<file path="src/rtl/sprite_blitter_if.sv">
// Bus between the sprite blitter and its sequencer, sprite ROM and framebuffer.
// With SPRITE_BLITTER_FLIP_V_EN defined, the request also carries flip_v.
interface sprite_blitter_if #(
  parameter int unsigned RomAw = 8,
  parameter int unsigned FbAw  = 17
);
  logic                    start;
  logic signed [10:0]      sprite_x;
  logic signed [10:0]      sprite_y;
  logic                    flip_h;
`ifdef SPRITE_BLITTER_FLIP_V_EN
  logic                    flip_v;
`endif
  logic                    busy;
  logic                    done;
  logic        [RomAw-1:0] rom_addr;
  logic        [3:0]       rom_q;
  logic                    fb_we;
  logic        [FbAw-1:0]  fb_addr;
  logic        [3:0]       fb_data;

  // Blitter side.
  modport slave (
`ifdef SPRITE_BLITTER_FLIP_V_EN
    input  flip_v,
`endif
    input  start, sprite_x, sprite_y, flip_h, rom_q,
    output busy, done, rom_addr, fb_we, fb_addr, fb_data
  );

  // Sequencer / memory side.
  modport master (
`ifdef SPRITE_BLITTER_FLIP_V_EN
    output flip_v,
`endif
    output start, sprite_x, sprite_y, flip_h, rom_q,
    input  busy, done, rom_addr, fb_we, fb_addr, fb_data
  );
endinterface

</file>
<file path="src/rtl/sprite_blitter.sv">
// Copies one palette-indexed sprite from ROM into the framebuffer with flip, transparency and
// per-pixel clipping. SPRITE_BLITTER_FLIP_V_EN adds vertical flip.
module sprite_blitter #(
  parameter int unsigned SprW           = 16,
  parameter int unsigned SprH           = 16,
  parameter int unsigned FbW            = 320,
  parameter int unsigned FbH            = 240,
  parameter int unsigned RomAw          = 8,
  parameter int unsigned FbAw           = 17,
  parameter logic [3:0]  TransparentIdx = 4'd0
) (
  input logic              vga_clk_i,
  input logic              reset_ni,
  sprite_blitter_if.slave  bus_io
);
  localparam int unsigned ColW = $clog2(SprW);
  localparam int unsigned RowW = $clog2(SprH);

  typedef enum logic [1:0] {StIdle, StRun, StDrain, StDone} state_e;

  state_e                    state_q, state_d;
  logic        [ColW-1:0]    col_q, col_d;
  logic        [RowW-1:0]    row_q, row_d;
  logic signed [10:0]        x_q, x_d, y_q, y_d;
  logic                      flip_h_q, flip_h_d;
`ifdef SPRITE_BLITTER_FLIP_V_EN
  logic                      flip_v_q, flip_v_d;
`endif

  logic        [RomAw-1:0]   rom_addr_q, rom_addr_d;
  logic signed [10:0]        tx1_q, tx1_d, ty1_q, ty1_d;
  logic                      v1_q;
  logic signed [10:0]        tx2_q, ty2_q;
  logic                      v2_q;
  logic                      fb_we_q, fb_we_d;
  logic        [FbAw-1:0]    fb_addr_q, fb_addr_d;
  logic        [3:0]         fb_data_q, fb_data_d;

  // Pixel being issued this cycle and the draw parameters it uses.
  logic                      issue;
  logic        [ColW-1:0]    pcol, rcol;
  logic        [RowW-1:0]    prow, rrow;
  logic signed [10:0]        bx, by;
  logic                      fh, fv;
  logic                      last_col, tx_ok, ty_ok, wr;

  assign last_col = (col_q == ColW'(SprW - 1));

  always_comb begin
    state_d  = state_q;
    x_d      = x_q;
    y_d      = y_q;
    flip_h_d = flip_h_q;
    issue    = 1'b0;
    pcol     = col_q;
    prow     = row_q;
    bx       = x_q;
    by       = y_q;
    fh       = flip_h_q;
`ifdef SPRITE_BLITTER_FLIP_V_EN
    flip_v_d = flip_v_q;
    fv       = flip_v_q;
`else
    fv       = 1'b0;
`endif
    unique case (state_q)
      StIdle: begin
        if (bus_io.start) begin
          // Pixel 0 is issued straight from the request so rom_addr leads by one cycle.
          state_d  = StRun;
          x_d      = bus_io.sprite_x;
          y_d      = bus_io.sprite_y;
          flip_h_d = bus_io.flip_h;
          issue    = 1'b1;
          pcol     = '0;
          prow     = '0;
          bx       = bus_io.sprite_x;
          by       = bus_io.sprite_y;
          fh       = bus_io.flip_h;
`ifdef SPRITE_BLITTER_FLIP_V_EN
          flip_v_d = bus_io.flip_v;
          fv       = bus_io.flip_v;
`endif
        end
      end
      StRun: begin
        if (last_col && (row_q == RowW'(SprH - 1))) begin
          state_d = StDrain;
        end else begin
          issue = 1'b1;
          if (last_col) begin
            pcol = '0;
            prow = row_q + RowW'(1);
          end else begin
            pcol = col_q + ColW'(1);
          end
        end
      end
      StDrain: begin
        if (!v1_q && !v2_q) begin
          state_d = StDone;
        end
      end
      StDone: begin
        state_d = StIdle;
      end
      default: begin
        state_d = StIdle;
      end
    endcase
  end

  always_comb begin
    col_d      = issue ? pcol : col_q;
    row_d      = issue ? prow : row_q;
    rcol       = fh ? (ColW'(SprW - 1) - pcol) : pcol;
    rrow       = fv ? (RowW'(SprH - 1) - prow) : prow;
    rom_addr_d = issue ? RomAw'(32'(rrow) * SprW + 32'(rcol)) : rom_addr_q;
    tx1_d      = issue ? (bx + $signed(11'(pcol))) : tx1_q;
    ty1_d      = issue ? (by + $signed(11'(prow))) : ty1_q;
  end

  // Write stage: rom_q is valid now for the pixel whose coordinates sit in stage 2.
  always_comb begin
    tx_ok     = !tx2_q[10] && ($unsigned(tx2_q) < 11'(FbW));
    ty_ok     = !ty2_q[10] && ($unsigned(ty2_q) < 11'(FbH));
    wr        = v2_q && tx_ok && ty_ok && (bus_io.rom_q != TransparentIdx);
    fb_we_d   = wr;
    fb_addr_d = wr ? FbAw'(32'($unsigned(ty2_q)) * FbW + 32'($unsigned(tx2_q))) : fb_addr_q;
    fb_data_d = wr ? bus_io.rom_q : fb_data_q;
  end

  always_ff @(posedge vga_clk_i or negedge reset_ni) begin
    if (!reset_ni) begin
      state_q    <= StIdle;
      col_q      <= '0;
      row_q      <= '0;
      x_q        <= '0;
      y_q        <= '0;
      flip_h_q   <= 1'b0;
`ifdef SPRITE_BLITTER_FLIP_V_EN
      flip_v_q   <= 1'b0;
`endif
      rom_addr_q <= '0;
      tx1_q      <= '0;
      ty1_q      <= '0;
      v1_q       <= 1'b0;
      tx2_q      <= '0;
      ty2_q      <= '0;
      v2_q       <= 1'b0;
      fb_we_q    <= 1'b0;
      fb_addr_q  <= '0;
      fb_data_q  <= '0;
    end else begin
      state_q    <= state_d;
      col_q      <= col_d;
      row_q      <= row_d;
      x_q        <= x_d;
      y_q        <= y_d;
      flip_h_q   <= flip_h_d;
`ifdef SPRITE_BLITTER_FLIP_V_EN
      flip_v_q   <= flip_v_d;
`endif
      rom_addr_q <= rom_addr_d;
      tx1_q      <= tx1_d;
      ty1_q      <= ty1_d;
      v1_q       <= issue;
      tx2_q      <= tx1_q;
      ty2_q      <= ty1_q;
      v2_q       <= v1_q;
      fb_we_q    <= fb_we_d;
      fb_addr_q  <= fb_addr_d;
      fb_data_q  <= fb_data_d;
    end
  end

  assign bus_io.busy     = (state_q != StIdle);
  assign bus_io.done     = (state_q == StDone);
  assign bus_io.rom_addr = rom_addr_q;
  assign bus_io.fb_we    = fb_we_q;
  assign bus_io.fb_addr  = fb_addr_q;
  assign bus_io.fb_data  = fb_data_q;
endmodule

</file>
<file path="src/flat_wrapper.sv">
// flat-port wrapper written by rule: the top's interface ports become plain ports
module sprite_blitter_flat 
#(
  parameter int unsigned SprW           = 16,
  parameter int unsigned SprH           = 16,
  parameter int unsigned FbW            = 320,
  parameter int unsigned FbH            = 240,
  parameter int unsigned RomAw          = 8,
  parameter int unsigned FbAw           = 17,
  parameter logic [3:0]  TransparentIdx = 4'd0
)
  (vga_clk_i, reset_ni, bus_io_start, bus_io_sprite_x, bus_io_sprite_y, bus_io_flip_h, bus_io_rom_q, bus_io_busy, bus_io_done, bus_io_rom_addr, bus_io_fb_we, bus_io_fb_addr, bus_io_fb_data);
  sprite_blitter_if #(.RomAw(RomAw), .FbAw(FbAw)) bus_io_i ();
  input logic vga_clk_i;
  input logic reset_ni;
  input wire logic [$bits(bus_io_i.start)-1:0] bus_io_start;
  input wire logic [$bits(bus_io_i.sprite_x)-1:0] bus_io_sprite_x;
  input wire logic [$bits(bus_io_i.sprite_y)-1:0] bus_io_sprite_y;
  input wire logic [$bits(bus_io_i.flip_h)-1:0] bus_io_flip_h;
  input wire logic [$bits(bus_io_i.rom_q)-1:0] bus_io_rom_q;
  output wire logic [$bits(bus_io_i.busy)-1:0] bus_io_busy;
  output wire logic [$bits(bus_io_i.done)-1:0] bus_io_done;
  output wire logic [$bits(bus_io_i.rom_addr)-1:0] bus_io_rom_addr;
  output wire logic [$bits(bus_io_i.fb_we)-1:0] bus_io_fb_we;
  output wire logic [$bits(bus_io_i.fb_addr)-1:0] bus_io_fb_addr;
  output wire logic [$bits(bus_io_i.fb_data)-1:0] bus_io_fb_data;
  assign bus_io_i.start = bus_io_start;
  assign bus_io_i.sprite_x = bus_io_sprite_x;
  assign bus_io_i.sprite_y = bus_io_sprite_y;
  assign bus_io_i.flip_h = bus_io_flip_h;
  assign bus_io_i.rom_q = bus_io_rom_q;
  assign bus_io_busy = bus_io_i.busy;
  assign bus_io_done = bus_io_i.done;
  assign bus_io_rom_addr = bus_io_i.rom_addr;
  assign bus_io_fb_we = bus_io_i.fb_we;
  assign bus_io_fb_addr = bus_io_i.fb_addr;
  assign bus_io_fb_data = bus_io_i.fb_data;
  sprite_blitter #(.SprW(SprW), .SprH(SprH), .FbW(FbW), .FbH(FbH), .RomAw(RomAw), .FbAw(FbAw), .TransparentIdx(TransparentIdx)) u_core (.vga_clk_i(vga_clk_i), .reset_ni(reset_ni), .bus_io(bus_io_i));
endmodule
</file>
<file path="config.mk">
export PLATFORM = sky130hd
export DESIGN_NAME = sprite_blitter_flat
export DESIGN_NICKNAME = d
export VERILOG_FILES = /design/src/rtl/sprite_blitter_if.sv /design/src/rtl/sprite_blitter.sv /design/src/flat_wrapper.sv
export SDC_FILE = /design/constraint.sdc
export NUM_CORES = 1
export LEC_CHECK = 0
export ABC_AREA = 0
export BUFFER_PORTS_ARGS = -buffer_cell sky130_fd_sc_hd__buf_2
export CAP_MARGIN = 30
export CORE_ASPECT_RATIO = 1.25
export CORE_UTILIZATION = 52
export DETAILED_ROUTE_END_ITERATION = 6
export HOLD_SLACK_MARGIN = 0.1
export PLACE_DENSITY_LB_ADDON = 0.3
export RECOVER_POWER = 100
export SLEW_MARGIN = 20
export SYNTH_ARGS = -nofsm -noshare
export SYNTH_HDL_FRONTEND = slang
export SYNTH_SLANG_ARGS = --single-unit
export TNS_END_PERCENT = 100
</file>
<file path="constraint.sdc">
create_clock -name vga_clk_i -period 3.95 [get_ports vga_clk_i]
set_input_delay 0.1975 -clock vga_clk_i [delete_from_list [all_inputs] [get_ports vga_clk_i]]
set_output_delay 0.1975 -clock vga_clk_i [all_outputs]
set_load 0.02 [all_outputs]
</file>
; Yosys cells after proc, flatten, opt, wreduce, memory -nomap -nowiden
; Cells that the tools add are included.
[word_totals]
out_inout_bits = 32
in_bits = 30
ff_bits = 109
[op_classes]
magnitude_cmp = 2
n_eq_ne = 8
n_mul = 1
n_reduce_logical = 15
muxes = 22
n_addsub = 7
[ops]
columns = cell, count
row1 = two-way mux 11 bit, 4
row2 = two-way mux 4 bit, 7
row3 = adder 11 x 5 -> 11 bit, 2
row4 = adder 17 x 11 -> 17 bit, 1
row5 = case mux 4 bit (2 select lines), 2
row6 = less-than comparator 11 x 8 -> 1 bit (second input constant), 1
row7 = less-than comparator 11 x 9 -> 1 bit (second input constant), 1
row8 = multiplier 11 x 3 -> 11 bit (second input constant), 1
row9 = adder 4 x 1 -> 4 bit (second input constant), 2
row10 = adder 8 x 4 -> 8 bit, 1
row11 = == test 4 bit (second input constant), 2
row12 = case mux 2 bit (4 select lines), 1
row13 = logical AND 1 bit, 7
row14 = two-way mux 2 bit, 3
row15 = == test 2 bit (second input constant), 2
row16 = zero test 1 bit, 4
row17 = two-way mux 1 bit, 4
row18 = inequality test 2 x 1 -> 1 bit (second input constant), 2
row19 = nonzero test 4 bit, 1
row20 = subtractor 4 bit (first input constant), 1
row21 = AND reduction 3 bit, 1
row22 = == test 2 x 1 -> 1 bit (second input constant), 1
row23 = zero test 2 bit, 1
row24 = inequality test 2 bit (second input constant), 1
row25 = other kinds (2), 2

; Depth between registers and ports, before layout
; Gate-level depths: netlist of the first run.
[depth]
word_depth = 7
mapped_depth = 15
depth_no_buf = 14

; Worst setup path before layout of the first run
; Ideal clock, no wire load.
[synth_path]
path_type = register to register
startpoint = reg u_core.state_q[0]
endpoint = reg u_core.tx1_q[8]
slack_ns = 0.838
path_stages_with_launch = 16
path_buffers = 3
period_less_slack_ns = 3.112
required_ns = 3.824
arrival_time_ns = 2.986
cell_sequence = dfrtp_1 > inv_1 > ha_1 > buf_2 > and2_1 > buf_4 > buf_4 > mux2_2 > ha_1 > fa_1 > a21o_1 > a21oi_1 > or2_2 > nand2b_1 > xor2_1 > a21oi_1
[synth_via]
elab_chain_cells = 3
word_cells_on_any_way = 6
[synth_lines]
columns = item, line
row1 = "start, declared", sprite_blitter.sv:21  ; state_e state_q, state_d;
row2 = "start signal, assigned", sprite_blitter.sv:135  ; state_q <= StIdle;
row3 = "start signal, assigned", sprite_blitter.sv:155  ; state_q <= state_d;
row4 = zero test 2 bit, sprite_blitter.sv:66  ; unique case (state_q)
row5 = two-way mux 11 bit, -
row6 = via u_core.bx[0], sprite_blitter.sv:43  ; logic signed [10:0] bx, by;
row7 = adder 11 x 5 -> 11 bit, sprite_blitter.sv:119  ; tx1_d = issue ? (bx + $signed(11'(pcol))) : tx1_q;
row8 = "end signal, assigned", sprite_blitter.sv:165  ; tx1_q <= tx1_d;
row9 = "end, declared", sprite_blitter.sv:31  ; logic signed [10:0] tx1_q, tx1_d, ty1_q, ty1_d;
; The timed path passes the listed nets, and every way through them passes these cells.
; A chain may end at the register's enable or synchronous reset.

; Worst setup path in the final report of the first run
[layout_path]
startpoint = reg u_core.state_q[0]
endpoint = reg u_core.ty1_q[6]
[layout_via]
elab_chain_cells = 3
word_cells_on_any_way = 6
[layout_lines]
columns = item, line
row1 = zero test 2 bit, sprite_blitter.sv:66
row2 = two-way mux 11 bit, sprite_blitter.sv:66
row3 = via u_core.by[1], sprite_blitter.sv:43
row4 = adder 11 x 5 -> 11 bit, sprite_blitter.sv:120  ; ty1_d = issue ? (by + $signed(11'(prow))) : ty1_q;
row5 = "end signal, assigned", sprite_blitter.sv:166  ; ty1_q <= ty1_d;
row6 = "end, declared", sprite_blitter.sv:31
; The timed path passes the listed nets, and every way through them passes these cells.

==> reports/qor.csv, run 1 <==
stage,metric,value,unit
outcome,status,"complete, no violations",
sta,rsz0062_at_grt,no,
routing,dr.pass1.iters,4,
worst_setup_path,cp_cell_sequence,inv_1 > ha_1 > and2_0 > buf_4 > mux2_1 > fa_1 > a21o_1 > a21oi_1 > inv_1 > nand2_1 > xor2_1 > o21ai_0,
synthesis,synth_area,0.005230,mm2
cts,ctsHoldBuffers,3,
grt,grt.total_usage,20.13,%
sta,setup_viol,0,
place,placed_area,0.005648,mm2
floorplanning,start_util,53.87,%
synthesis,avgSynthCellArea,11.10,um2
synthesis,synth-seq-cells,105,
power_and_ir_drop,intPower,3.305,mW
synthesis,synth_cell_types,51,
cells_and_area,mostFrequentLayoutCell,dfrtp_1,
floorplanning,fp.dieH,114.1,um
synthesis,mappedNetlistNets,539,
power_and_ir_drop,p_leak,2.738,nW
power_and_ir_drop,netSwitchingFraction,41.27,%
cts,cts_buffers,9,
floorplanning,dieWidth,91.70,um
cells_and_area,final_cell_mix,"105 x dfrtp_1, 49 x nand2_1, 35 x nor2_1, 35 x clkbuf_1, 34 x ha_1",
sta,tns,0,ns
sta,slew_headroom,12.73,%
cts,cts.sinks,105,
sta,fin_crit,3.512,ns
worst_setup_path,worst_setup_path_start_kind,flop,
power_and_ir_drop,comb_power_share,52.5,%
synthesis,synthArstFlopShare,100.0,%
power_and_ir_drop,pwr-share-clk,14.9,%
worst_setup_path,cp_num_cells,12,
cells_and_area,diodes,0,
cts,postCtsSetupRepairBufs,0,
worst_setup_path,crit_family,adder cells,
cts,clk_latency,0.34,ns
floorplanning,dieArea,0.01047,mm2
routing,routedWlPerCell,14.69,um
hold_path,hp-class,primary input to flop,
floorplanning,num_rows,40,
sta,max_freq,284.7,MHz
flow_run,maxCapViolCount,0,
cells_and_area,nNetsFinal,605,
worst_setup_path,crit_type,flop to flop,
sta,min_period_over_period,88.91,%
floorplanning,ios,62,
cts,clock_tree.root_cell,clkbuf_16,
worst_setup_path,cp.required,4.15,ns
grt,grt_pass1_wl,16.43,mm
synthesis,ys_warn_count,0,
power_and_ir_drop,switching_power,2.323,mW
power_and_ir_drop,worst_ir_drop_vdd,0.0003905,V
hold_path,min_path_cells,2,
place,dp_hpwl,7.291,mm
cts,cts.path.max_buffers,2,
synthesis,synthCells,471,
sta,worstMarginPinSlew,1.309,ns
place,place_congestion,0.8678,
cells_and_area,layout-drive-gt1-share,14.39,%
floorplanning,coreArea,0.009709,mm2
grt,grt_pass1_vias,3516,
routing,ant_nets,0,
cts,clk_pin_slew_worst_paths,0.07,ns
synthesis,synth-seq-area-share,50.24,%
worst_setup_path,crit_arrival,3.72,ns
worst_setup_path,worst-path-buf-inv,3,
worst_setup_path,worstRegToRegCells,12,
routing,routed_wl,9.812,mm
cells_and_area,syn_to_final_growth,12.73,%
place,dp.cells,648,
routing,drt_iter0_drc,118,
place,numPortBuffers,61,
sta,finalMaxSlewViolations,0,
routing,drcViolationCount,0,
grt,antenna_found_initial,0,
worst_setup_path,cp-end-kind,flop,
worst_setup_path,cpMaxStageDelayCell,fa_1,
routing,vias_per_cell,5.341,
cells_and_area,design_area,0.005896,mm2
worst_setup_path,slowest_delay,0.48,ns
synthesis,synth_edf_count,0,
synthesis,synthFlopType,dfrtp_1,
sta,hold_violations,0,
cts,cts_repair_resize_count,0,
power_and_ir_drop,p_seq_share,32.7,%
sta,skew,0.005819,ns
cts,tritoncts,done,
power_and_ir_drop,powerDensity,954.5,mW/mm2
grt,grt.overflow.total,0,
grt,grt_max_degree,73,
worst_setup_path,cpMostUsedCell,inv_1,
cells_and_area,layout.cells.non_filler,668,
cts,h-tree-depth,3,
routing,num_vias,3568,
worst_setup_path,worst-path-max-fanout,14,
-- final timing paths --
| kind | start | end | slack, ns |
|---|---|---|---|
| max | u_core.state_q[0]$_DFFE_PN0P_ | u_core.ty1_q[6]$_DFFE_PN0P_ | 0.44 |
| min reg2reg | u_core.tx1_q[10]$_DFFE_PN0P_ | u_core.tx2_q[10]$_DFF_PN0_ | 0.37 |
| min in group asynchronous | reset_ni | u_core.ty1_q[9]$_DFFE_PN0P_ | 0.52 |
| max reg2reg | u_core.state_q[0]$_DFFE_PN0P_ | u_core.ty1_q[6]$_DFFE_PN0P_ | 0.44 |
| min | bus_io_sprite_x[3] | u_core.x_q[3]$_DFF_PN0_ | 0.12 |
| max in group asynchronous | reset_ni | u_core.bus_io.fb_addr[2]$_DFFE_PN0P_ | 0.93 |
-- stage by stage --
stage               util [%]  total power, mW  setup WS [ns]  hold WS [ns]
floorplan                  -            4.214         0.8383      -0.09809
finish                 60.72            5.628         0.4380        0.1157
global route           60.72            6.127         0.1920        0.1058
CTS                    61.38            5.747         0.5666        0.1020
detailed placement     58.17            4.870         0.5737        0.3579
global placement       58.17            4.773         0.7588        0.3607
-- cell type report --
type / instances / area (um2)
clock buffers: 10 / 239.0
repair buffers: 72 / 339.1
fillers: 837 / 3814
well taps: 126 / 157.7
inverters: 20 / 75.07
clock inverters: 6 / 42.54
flip-flops and latches: 105 / 2628
multi-input cells: 329 / 2415
-- state kept, by name (all words and copies together) (netlist names) --
signal	count
u_core.v2_q	1
u_core.ty1_q	11
u_core.ty2_q	11
u_core.flip_h_q	1
u_core.bus_io.fb_data	4
u_core.x_q	11
u_core.col_q	4
u_core.bus_io.fb_we	1
u_core.bus_io.rom_addr	8
u_core.tx2_q	11
u_core.y_q	11
u_core.bus_io.fb_addr	17
u_core.v1_q	1
u_core.state_q	2
u_core.tx1_q	11
-- synth_stat cells, types with 2 or more instances --
library cell	n	area, um2
xnor2_1	28	245.2
buf_2	4	20.02
a21oi_1	26	130.1
nor2b_1	4	25.02
buf_4	4	30.03
o21a_1	2	15.01
o211ai_1	2	15.01
or2_2	2	12.51
mux2_2	29	326.6
nand4_1	7	43.79
mux2i_1	9	90.09
a21o_1	10	75.07
ha_1	34	425.4
inv_1	19	71.32
and3_1	3	18.77
dfrtp_1	105	2628
xor2_1	5	43.79
a211oi_1	3	22.52
o21ba_2	2	20.02
nand2_1	49	183.9
nor2_1	35	131.4
clkbuf_1	6	22.52
o21ai_0	31	155.2
a32o_1	4	40.04
a31oi_1	5	31.28
fa_1	4	80.08
nand3_1	4	20.02
buf_6	3	33.78
nor4b_1	2	17.52
nand2b_1	2	12.51
nor3_1	7	35.03
and2_1	2	12.51
-- worst register-to-register path: stages, from the launching register on --
cell and delay, ns:
dfrtp_1 0.42, inv_1 0.10, ha_1 0.35, and2_0 0.41
buf_4 0.31, mux2_1 0.41, fa_1 0.48, a21o_1 0.18
a21oi_1 0.33, inv_1 0.07, nand2_1 0.09, xor2_1 0.15
o21ai_0 0.08
-- cell families after synthesis --
group	after synthesis	share of synthesized area [%]
AND/OR/NAND/NOR	126	11.46
multiplexers	38	7.967
AO/OA/AOI/OAI	93	11.24
adder cells (fa/ha/maj)	38	9.665
flip-flops	105	50.24
buffers and inverters	37	3.469
XOR/XNOR	34	5.957
-- power groups by stage --
stage | Sequential (mW) | Clock, mW | Combinational (mW)
final | 1.84 | 0.836 | 2.95
after global routing | 1.90 | 0.906 | 3.32
after CTS | 1.84 | 0.859 | 3.05
after detailed placement | 1.86 | 0 | 3.01
after global placement | 1.83 | 0 | 2.94
after floorplan | 1.93 | 0 | 2.29
-- layer usage --
metal | share of wire, % | GRT usage, % | up-vias
met4 | 1.4 | 6.563 | 0
met2 | 50 | 34.69 | 81
li1 | - | - | 1776
met1 | 44 | 25.54 | 1700
met5 | 0 | 0 | -
met3 | 4.0 | 4.117 | 11
No activity file was read; power rests on OpenSTA's default activity.
==> run 2, diff against run 1 <==
--- a/config.mk
+++ b/config.mk
@@ -5,13 +5,12 @@
 export SDC_FILE = /design/constraint.sdc
 export NUM_CORES = 1
 export LEC_CHECK = 0
-export ABC_AREA = 0
+export ABC_AREA = 1
 export BUFFER_PORTS_ARGS = -buffer_cell sky130_fd_sc_hd__buf_2
 export CAP_MARGIN = 30
 export CORE_ASPECT_RATIO = 1.25
 export CORE_UTILIZATION = 52
 export DETAILED_ROUTE_END_ITERATION = 6
-export HOLD_SLACK_MARGIN = 0.1
 export PLACE_DENSITY_LB_ADDON = 0.3
 export RECOVER_POWER = 100
 export SLEW_MARGIN = 20
==> run 2 against run 1 <==
  * Power fell by 8.5%
  * Via count rose by 17%
  * Register-to-register slack improved by 0.28 ns
  * The flow now finishes with violations (capacitance limit, slew limit)
  * Combinational power fell by 16%
  * Setup slack improved by 0.28 ns
  * Sequential share of layout area fell by 1.2 points
==> reports/qor.csv, run 2 <==
stage,metric,value,unit,change
outcome,status,"finished, violations left",,
outcome,violations,"capacitance limit, slew limit",,
sta,min_period_over_period,81.92,%,-7.0 points
power_and_ir_drop,worst_ir_drop_vdd,0.0003937,V,+0.82%
hold_path,hp-class,primary input to flop,,
worst_setup_path,crit_arrival,3.51,ns,-0.21 ns
floorplanning,num_rows,41,,+2.5%
synthesis,ys_warn_count,0,,unchanged
cts,cts_repair_resize_count,0,,unchanged
place,dp_hpwl,7.801,mm,+7.0%
worst_setup_path,cpMaxStageDelayCell,dfrtp_1,,
routing,ant_nets,0,,unchanged
floorplanning,ios,62,,unchanged
hold_path,min_to,u_core.y_q[3]$_DFF_PN0_,,
cts,cts.path.max_buffers,2,,unchanged
synthesis,avgSynthCellArea,8.959,um2,-19%
flow_run,maxCapViolCount,3,,+3
cells_and_area,layout.cells.non_filler,813,,+22%
cts,h-tree-depth,3,,unchanged
routing,drt_iter0_drc,182,,+54%
place,place_congestion,0.8701,,+0.27%
cells_and_area,seqCellArea,0.002628,mm2,unchanged
cts,postCtsSetupRepairBufs,0,,unchanged
place,dp.cells,795,,+23%
grt,antenna_found_initial,0,,unchanged
synthesis,synth_commonest_cells,"212 x nand2_1, 105 x dfrtp_1, 46 x inv_1",,
cells_and_area,largest_register_ffs,17,,unchanged
routing,dr.pass1.iters,4,,unchanged
synthesis,synth_area,0.005519,mm2,+5.5%
power_and_ir_drop,p_total,5.147,mW,-8.5%
worst_setup_path,worst_setup_path_start_kind,flop,,
routing,routedWlPerCell,13.20,um,-10%
synthesis,synth-seq-cells,105,,unchanged
sta,fin_crit,3.236,ns,-0.2760 ns
cts,cts_buffers,9,,unchanged
cts,tritoncts,done,,
synthesis,synthArstFlopShare,100.0,%,unchanged
sta,max_freq,309.0,MHz,+8.5%
grt,grt.total_usage,21.26,%,+1.1 points
synthesis,synth_most_common_cell,nand2_1,,
cts,ctsHoldBuffers,0,,-3
floorplanning,start_util,54.06,%,+0.20 points
cts,clock_tree.root_cell,clkbuf_16,,
cells_and_area,final_cell_mix,"221 x nand2_1, 105 x dfrtp_1, 49 x inv_1",,
sta,hold_violations,0,,unchanged
worst_setup_path,cp-end-kind,flop,,
worst_setup_path,crit_type,flop to flop,,
cells_and_area,syn_to_final_growth,9.658,%,
grt,grt.overflow.total,0,,unchanged
routing,vias_per_cell,5.128,,-4.0%
grt,grt_pass1_vias,4034,,+15%
worst_setup_path,r2r_start,u_core.state_q[1]$_DFFE_PN0P_,,
cells_and_area,nNetsFinal,747,,+23%
floorplanning,dieArea,0.01103,mm2,+5.4%
cells_and_area,multiInputGateArea,0.002485,mm2,+2.9%
grt,grt_max_degree,79,,+8.2%
worst_setup_path,cpMostUsedCell,nand3_1,,
worst_setup_path,rr_endpoint,u_core.tx1_q[10]$_DFFE_PN0P_,,
sta,slew_headroom,-1.262,%,-14 points
synthesis,synth_top_cell_by_area,dfrtp_1,,
cts,clk_latency,0.34,ns,about the same
cts,clk_pin_slew_worst_paths,0.07,ns,about the same
worst_setup_path,worst-path-max-fanout,11,,-3
sta,worstMarginPinSlew,1.519,ns,+0.2098 ns
cells_and_area,nFillCells,923,,+10%
worst_setup_path,cp_cell_sequence,inv_1 > ha_1 > inv_1 > nand2_1 > o21ai_0 > inv_1 > o21ai_0 > ha_1 > fa_1 > nand3_1 > nand3_1 > nand3_1 > nor2_4 > nand2_1 > o21bai_1 > nand3_1 > nand2_1,,
sta,rsz0062_at_grt,no,,
sta,tns,0,ns,unchanged
hold_path,min_path_cells,3,,+1
hold_path,hold_start,bus_io_sprite_y[3],,
worst_setup_path,cp.required,4.23,ns,+0.08 ns
synthesis,ys_top_cells_by_area,"dfrtp_1 48%, nand2_1 14%, ha_1 7.7%",,
sta,skew,0.009576,ns,+0.003757 ns
power_and_ir_drop,p_leak,3.159,nW,+15%
worst_setup_path,worstRegToRegCells,17,,+5
cells_and_area,mostFrequentLayoutCell,nand2_1,,
cells_and_area,layout-drive-gt1-share,11.40,%,-3.0 points
place,numPortBuffers,61,,unchanged
floorplanning,dieWidth,94.15,um,+2.7%
synthesis,synth-seq-area-share,47.61,%,-2.6 points
synthesis,synth_cell_types,42,,-18%
worst_setup_path,r2r_slack,0.71,ns,+0.28 ns
synthesis,mappedNetlistNets,684,,+27%
grt,grt_pass1_wl,18.25,mm,+11%
floorplanning,coreArea,0.01021,mm2,+5.1%
synthesis,synthCells,616,,+31%
routing,num_vias,4169,,+17%
floorplanning,fp.dieH,117.2,um,+2.7%
cells_and_area,diodes,0,,unchanged
sta,setup_viol,0,,unchanged
cts,cts.sinks,105,,unchanged
synthesis,synth_edf_count,0,,unchanged
routing,drcViolationCount,0,,unchanged
sta,finalMaxSlewViolations,54,,+54
worst_setup_path,slowest_delay,0.37,ns,-0.11 ns
synthesis,synth_top_area_share,47.61,%,-2.6 points
power_and_ir_drop,powerDensity,850.5,mW/mm2,-11%
synthesis,synthFlopType,dfrtp_1,,
routing,routed_wl,10.73,mm,+9.4%
==> run 2: through the flow <==
| stage | area (um2) | setup slack, ns | hold WS [ns] | utilization (%) |
|---|---|---|---|---|
| CTS | 6148 | 0.9043 | 0.03873 | 60.23 |
| detailed placement | 5857 | 0.9167 | 0.3581 | 57.37 |
| global placement | 5857 | 0.9856 | 0.3602 | 57.37 |
| floorplan | 5519 | 1.309 | -0.09809 | - |
| finish | 6052 | 0.7140 | 0.08038 | 59.28 |
| global route | 6052 | 0.3355 | 0.08955 | 59.28 |
==> run 2: power breakdown <==
part	switching (mW)	leakage, nW	internal (mW)
Clock	0.432	0.145	0.448
Combinational	1.62	1.69	0.868
Sequential	0.243	1.33	1.54
==> run 2: final cells by class <==
cell class,instances,share of cell area (%)
Timing Repair Buffer,67,4.941
Sequential cell,105,43.42
Clock buffer,9,3.721
Tap cell,129,2.667
Multi-Input combinational cell,446,41.06
Inverter,50,3.101
Clock inverter,7,1.096
==> run 2: layer usage <==
metal	track usage, %	up-vias	part of all wire (%)
met5	0	-	0
met4	8.103	0	1.5
met3	4.070	12	4.4
met2	35.89	98	50
met1	27.08	1936	44
li1	-	2123	-
==> run 2: critical path, delay by kind of cell (launching register included) <==
family | cells | cell delay (ns)
AND/OR/NAND/NOR | 8 | 0.84
AO/OA/AOI/OAI | 3 | 0.65
adder cells (fa/ha/maj) | 3 | 0.75
buffers and inverters | 3 | 0.57
flip-flops | 1 | 0.37
==> run 2: cell families after synthesis <==
kind of cell	Yosys count	share of synthesized area, %
flip-flops	105	47.61
AO/OA/AOI/OAI	73	8.275
AND/OR/NAND/NOR	316	25.62
buffers and inverters	65	6.325
adder cells (fa/ha/maj)	38	9.159
XOR/XNOR	19	3.015
==> run 2: worst max-delay path by stage <==
stage,slack (ns),end,cells after the start,from
6_report,0.71,u_core.tx1_q[10]$_DFFE_PN0P_,17,u_core.state_q[1]$_DFFE_PN0P_
5_1_grt,0.34,u_core.tx1_q[10]$_DFFE_PN0P_,17,u_core.state_q[1]$_DFFE_PN0P_
4_1_cts,0.90,u_core.ty1_q[10]$_DFFE_PN0P_,19,u_core.state_q[1]$_DFFE_PN0P_
3_5_place_dp,0.92,u_core.ty1_q[10]$_DFFE_PN0P_,19,u_core.state_q[1]$_DFFE_PN0P_
3_3_place_gp,0.99,u_core.ty1_q[10]$_DFFE_PN0P_,19,u_core.state_q[1]$_DFFE_PN0P_
2_1_floorplan,1.31,u_core.ty1_q[10]$_DFFE_PN0P_,18,u_core.state_q[0]$_DFFE_PN0P_
